[config.mk]
export PLATFORM = sky130hd
export DESIGN_NAME = rst_seq
export DESIGN_NICKNAME = d
export VERILOG_FILES = /design/src/rtl/rst_seq.sv
export SDC_FILE = /design/constraint.sdc
export NUM_CORES = 1
export LEC_CHECK = 0
export CAP_MARGIN = 5
export CORE_AREA = 2 2 75 62
export DETAILED_ROUTE_END_ITERATION = 10
export DIE_AREA = 0 0 77 64
export DONT_BUFFER_PORTS = 1
export GPL_TIMING_DRIVEN = 0
export SKIP_LAST_GASP = 1
export SYNTH_ARGS = -nofsm -noshare
export SYNTH_HDL_FRONTEND = slang
export SYNTH_SLANG_ARGS = --single-unit
[constraint.sdc]
create_clock -name clk -period 1.8 [get_ports clk]
set_input_delay 0.27 -clock clk [delete_from_list [all_inputs] [get_ports clk]]
set_output_delay 0.27 -clock clk [all_outputs]
set_load 0.03 [all_outputs]
[src/rtl/rst_seq.sv]
// Reset sequencer: synchronises ext_rst_n, holds, then releases channels in order.
// Optional per-channel ack handshake with timeout enabled by RST_SEQ_ACK_EN.
module rst_seq #(
  parameter int NCH         = 4,
  parameter int SYNC_DEPTH  = 2,
  parameter int HOLD_CYCLES = 16,
  parameter int GAP_CYCLES  = 4,
  parameter int CNT_W       = 8,
  parameter int ACK_TIMEOUT = 64,
  localparam int CH_W = (NCH > 1) ? $clog2(NCH) : 1
) (
  input  logic            clk,
  input  logic            rst,
  input  logic            ext_rst_n,
  input  logic            sw_rst_req,
`ifdef RST_SEQ_ACK_EN
  input  logic [NCH-1:0]  ch_ack,
  output logic            seq_err,
`endif
  output logic [NCH-1:0]  rst_n_out,
  output logic            seq_done,
  output logic [CH_W-1:0] cur_ch
);

  typedef enum logic [1:0] {
    S_ASSERT,
    S_RELEASE,
    S_RUN
  } state_e;

  localparam logic [CNT_W-1:0] HOLD_LAST = CNT_W'(HOLD_CYCLES - 1);
  localparam logic [CNT_W-1:0] GAP_LAST  = CNT_W'(GAP_CYCLES - 1);
  localparam logic [CH_W-1:0]  LAST_CH   = CH_W'(NCH - 1);

  logic [SYNC_DEPTH-1:0] sync_q;
  state_e                state_q;
  logic [CNT_W-1:0]      cnt_q;
  logic [NCH-1:0]        rst_n_q;
  logic                  done_q;
  logic [CH_W-1:0]       cur_q;

  logic ext_sync;
  logic abort;
  logic gap_ok;
  logic rel;

`ifdef RST_SEQ_ACK_EN
  localparam logic [CNT_W-1:0] TMO_LAST = CNT_W'(ACK_TIMEOUT - 1);
  logic [CNT_W-1:0] wcnt_q;
  logic             err_q;
  logic [CH_W-1:0]  prev_ch;
  logic             ack_k;
  logic             tmo;
`endif

  assign ext_sync = sync_q[SYNC_DEPTH-1];
  assign abort    = !ext_sync || sw_rst_req;

  always_ff @(posedge clk) begin
    if (rst) sync_q <= '0;
    else     sync_q <= {sync_q[SYNC_DEPTH-2:0], ext_rst_n};
  end

  always_comb begin
    gap_ok = (cnt_q == GAP_LAST);
`ifdef RST_SEQ_ACK_EN
    prev_ch = cur_q - CH_W'(1);
    ack_k   = ch_ack[prev_ch];
    tmo     = (wcnt_q == TMO_LAST);
    rel     = gap_ok && (ack_k || tmo);
`else
    rel     = gap_ok;
`endif
  end

  always_ff @(posedge clk) begin
    if (rst) begin
      state_q <= S_ASSERT;
      cnt_q   <= '0;
      rst_n_q <= '0;
      done_q  <= 1'b0;
      cur_q   <= '0;
`ifdef RST_SEQ_ACK_EN
      wcnt_q  <= '0;
      err_q   <= 1'b0;
`endif
    end else if (abort) begin
      // abort wins over any release due on this edge; seq_err is kept
      state_q <= S_ASSERT;
      cnt_q   <= '0;
      rst_n_q <= '0;
      done_q  <= 1'b0;
      cur_q   <= '0;
`ifdef RST_SEQ_ACK_EN
      wcnt_q  <= '0;
`endif
    end else begin
      unique case (state_q)
        S_ASSERT: begin
          if (cnt_q == HOLD_LAST) begin
            rst_n_q[0] <= 1'b1;
            cnt_q      <= '0;
`ifdef RST_SEQ_ACK_EN
            wcnt_q     <= '0;
`endif
            if (NCH == 1) begin
              state_q <= S_RUN;
              done_q  <= 1'b1;
              cur_q   <= '0;
            end else begin
              state_q <= S_RELEASE;
              cur_q   <= CH_W'(1);
            end
          end else begin
            cnt_q <= cnt_q + CNT_W'(1);
          end
        end
        S_RELEASE: begin
`ifdef RST_SEQ_ACK_EN
          if (tmo && !ack_k) err_q <= 1'b1;
`endif
          if (rel) begin
            rst_n_q[cur_q] <= 1'b1;
            cnt_q          <= '0;
`ifdef RST_SEQ_ACK_EN
            wcnt_q         <= '0;
`endif
            if (cur_q == LAST_CH) begin
              state_q <= S_RUN;
              done_q  <= 1'b1;
            end else begin
              cur_q <= cur_q + CH_W'(1);
            end
          end else begin
            if (!gap_ok) cnt_q <= cnt_q + CNT_W'(1);
`ifdef RST_SEQ_ACK_EN
            if (!tmo) wcnt_q <= wcnt_q + CNT_W'(1);
`endif
          end
        end
        S_RUN: begin
          rst_n_q <= '1;
          done_q  <= 1'b1;
          cur_q   <= LAST_CH;
        end
        default: state_q <= S_ASSERT;
      endcase
    end
  end

  assign rst_n_out = rst_n_q;
  assign seq_done  = done_q;
  assign cur_ch    = cur_q;
`ifdef RST_SEQ_ACK_EN
  assign seq_err   = err_q;
`endif

endmodule

==> impl_metrics.yaml <==
run_status:
  status: "finished, violations left"
  violations: "negative setup slack"
final_layout:
  post-route-util_pct: 28.9
  drive_gt1_share_pct: 16.5
  fin_nets: 135
  multi_input_area_um2: 613
  syn_to_final_growth_pct: 18.3
  diodes: 0
  nFillCells: 457
  register_area_um2: 385
grt:
  overflow: 0
  grt_start_max_net_pins: 11
  grt_usage_pct: 9.25
  grt_pass1_vias: 798
  grt_antenna_before_repair: 0
  grt_pass1_wl_um: 3570
setup_path:
  crit_fanout: 6
  worst_setup_path_start_kind: "flip-flop"
  cp.required_ns: 1.98
  cp_data_arrival_time_ns: 2.14
  endpoint_kind: "flip-flop"
  crit_type: "flip-flop to flip-flop"
power_and_ir_drop:
  power_frac_comb_pct: 1.0
  p_seq_share_pct: 58.3
  p_clk_share_pct: 40.7
  irDropWorstVdd_mv: 0.229
  leakagePower_nw: 0.400
  internal_power_mw: 0.582
  sw_frac_of_total_pct: 19.6
  p_per_area_nw_per_um2: 604
  switchingPower_mw: 0.142
routing:
  vias_per_cell: 4.61
  dr.pass1.iters: 4
  wirelength_um: 2070
  num_vias: 820
  wl_per_cell_um: 11.7
  drc: 0
  drt_iter0_markers: 75
  final_antenna_net_count: 0
timing:
  finalSetupViolations: 4
  hold_viol_final: 0
  slew_violations: 0
  finClkSkew_ns: 0.00612
  worst_pin_slew_ns: 0.559
  relSlewSlack_pct: 62.6
  post-route-min-period_ns: 1.95
  finalCritPeriodShare_pct: 109
  max_freq_ghz: 0.512
  rsz0062_at_grt: "true"
  fin_ws_ns: -0.154
placement:
  place_congestion: 0.779
  dpl_worst_slack_ns: -0.371
  numPortBuffers: 0
  post-dp-hpwl_um: 1570
clock_tree:
  clkLatencyLatePin_ns: 0.25
  htreeDepth: 1
  cts_made_buffers: 3
  clkTransAtPathRegs_ns: 0.07
  cts_sinks: 19
  clockBufferDepth: 2
  cts_hold_buf: 0
  cts_tree: "yes"
  cts-root-buf: "clkbuf_8"
synthesis:
  synthCells: 114
  yosys-top-cells-area: "dfxtp_1 38%, ha_1 11%, a21oi_1 4.4%, nor2_1 4.4%, xnor2_1 4.3%"
  syn_avg_cell_area_um2: 8.89
  syn-cell-area_um2: 1010
  synth_nets: 127
  synth_largest_area_cell: "dfxtp_1"
  ys_warn_count: 0
  seq_area_frac_synth_pct: 37.5
  ys_seq_elements: 19
  ys_types: 36
  netlist.area_leader.share_pct: 37.5
floorplanning:
  die_h_um: 64
  die-area_um2: 4930
  die_w_um: 77
  start_util_pct: 24.4
  core_um2: 4150
  rows: 21
  ios: 11
worst_hold_path:
  hold_class: "input pin to flip-flop"
flow_run:
  max_cap_viol_count: 0
==> cell usage after synthesis <==
master	instances
a31oi_1	1
inv_1	10
nor2_1	12
o211ai_1	3
o2111ai_1	1
nor2b_1	2
a21o_1	2
a221oi_2	1
o21a_1	1
buf_6	1
nand2_1	11
a21oi_1	9
o211a_1	1
nor3_1	2
nor3b_1	1
or3b_2	1
a211o_1	1
xnor2_1	5
mux2i_1	2
o41ai_1	1
o31ai_1	1
o41a_1	1
a211oi_1	1
and4b_1	1
or2_2	1
o21ai_0	2
xor2_1	1
o22ai_1	1
or3_1	3
ha_1	9
a2111o_1	1
buf_1	1
or4b_4	1
a211oi_2	1
dfxtp_1	19
clkbuf_1	2
==> cell type report <==
class | count | share of cell area [%]
multi-input combinational | 81 | 51.1
sequential | 19 | 32.2
tap | 57 | 5.95
clock buffer | 4 | 3.76
inverter | 10 | 3.13
buffer | 4 | 1.98
timing repair buffer | 3 | 1.88
==> state kept, by name, summed over array words and instances (netlist names) <==
| name | count |
|---|---|
| rst_n_out | 4 |
| seq_done | 1 |
| state_q | 2 |
| sync_q | 2 |
| cur_ch | 2 |
| cnt_q | 8 |
==> placed cells by master, fill, tap and decap left out, drive strengths merged, types with 2 or more instances in the layout <==
cell type	Yosys	layout
a211oi	2	2
a21o	2	2
a21oi	9	9
buf	2	5
clkbuf	2	6
dfxtp	19	19
ha	9	9
inv	10	10
mux2i	2	2
nand2	11	11
nor2	12	12
nor2b	2	2
nor3	2	2
o211ai	3	3
o21ai	2	2
or3	3	3
xnor2	5	5
==> cell families after synthesis <==
group	after synthesis	share of synthesized area (%)
xor gates and xnor gates	6	5.19
muxes	2	1.98
adders and majority gates	9	11.1
DFF	19	37.5
AOI/OAI and AO/OA	29	21.1
and+or+nand+nor	35	17.2
buffers and inverters	14	5.93
==> power by group through the flow <==
stage	sequential (mW)	combinational (mW)	clock, mW
2_1_floorplan	0.433	0.00489	0
4_1_cts	0.422	0.00709	0.306
6_report	0.422	0.00748	0.295
3_3_place_gp	0.433	0.00598	0
5_1_grt	0.422	0.00860	0.332
3_5_place_dp	0.433	0.00620	0
==> stage by stage <==
stage / cell area, um2 / TNS [ns] / total power [mW] / std cells / hold slack, ns
3_5_place_dp: 1100 / -3.07 / 0.440 / 171 / 0.345
2_1_floorplan: 1030 / -0.187 / 0.438 / 114 / 0.342
5_1_grt: 1200 / -1.20 / 0.763 / 178 / 0.0674
4_1_cts: 1180 / -1.02 / 0.735 / 178 / 0.0710
3_3_place_gp: 1100 / -2.34 / 0.439 / 171 / 0.343
6_report: 1200 / -0.490 / 0.724 / 178 / 0.0806
==> worst max-delay path, cell delays in order, from the launching register on <==
cell	delay (ns)
dfxtp_2	0.35
ha_4	0.13
or4b_4	0.47
o41a_1	0.44
a221oi_2	0.29
mux2i_1	0.20
==> path summary, 6_finish.rpt <==
check,endpoint,slack [ns],start,cells past startpoint
worst max-delay path,state_q[0]$_SDFFE_PP0P_,-0.15,cnt_q[1]$_SDFFE_PP0P_,5
worst max register to register,state_q[0]$_SDFFE_PP0P_,-0.15,cnt_q[1]$_SDFFE_PP0P_,5
worst min register to register,sync_q[1]$_SDFF_PP0_,0.44,sync_q[0]$_SDFF_PP0_,1
worst min-delay path,sync_q[0]$_SDFF_PP0_,0.08,rst,1
==> what timing repair did <==
action	in CTS	in global routing
endpoints found under the setup margin	13	17
gates cloned	0	0
gates resized for setup	4	4
setup buffers	3	0
==> per-layer routing <==
| layer | up-vias | GRT usage (%) | share of wire (%) |
|---|---|---|---|
| met5 | - | 0 | 0 |
| met4 | 0 | 5.36 | 1.8 |
| met3 | 4 | 3.39 | 5.6 |
| met2 | 21 | 14.4 | 47 |
| met1 | 382 | 11.0 | 46 |
| li1 | 413 | - | - |
No activity file was read; power rests on OpenSTA's default activity.
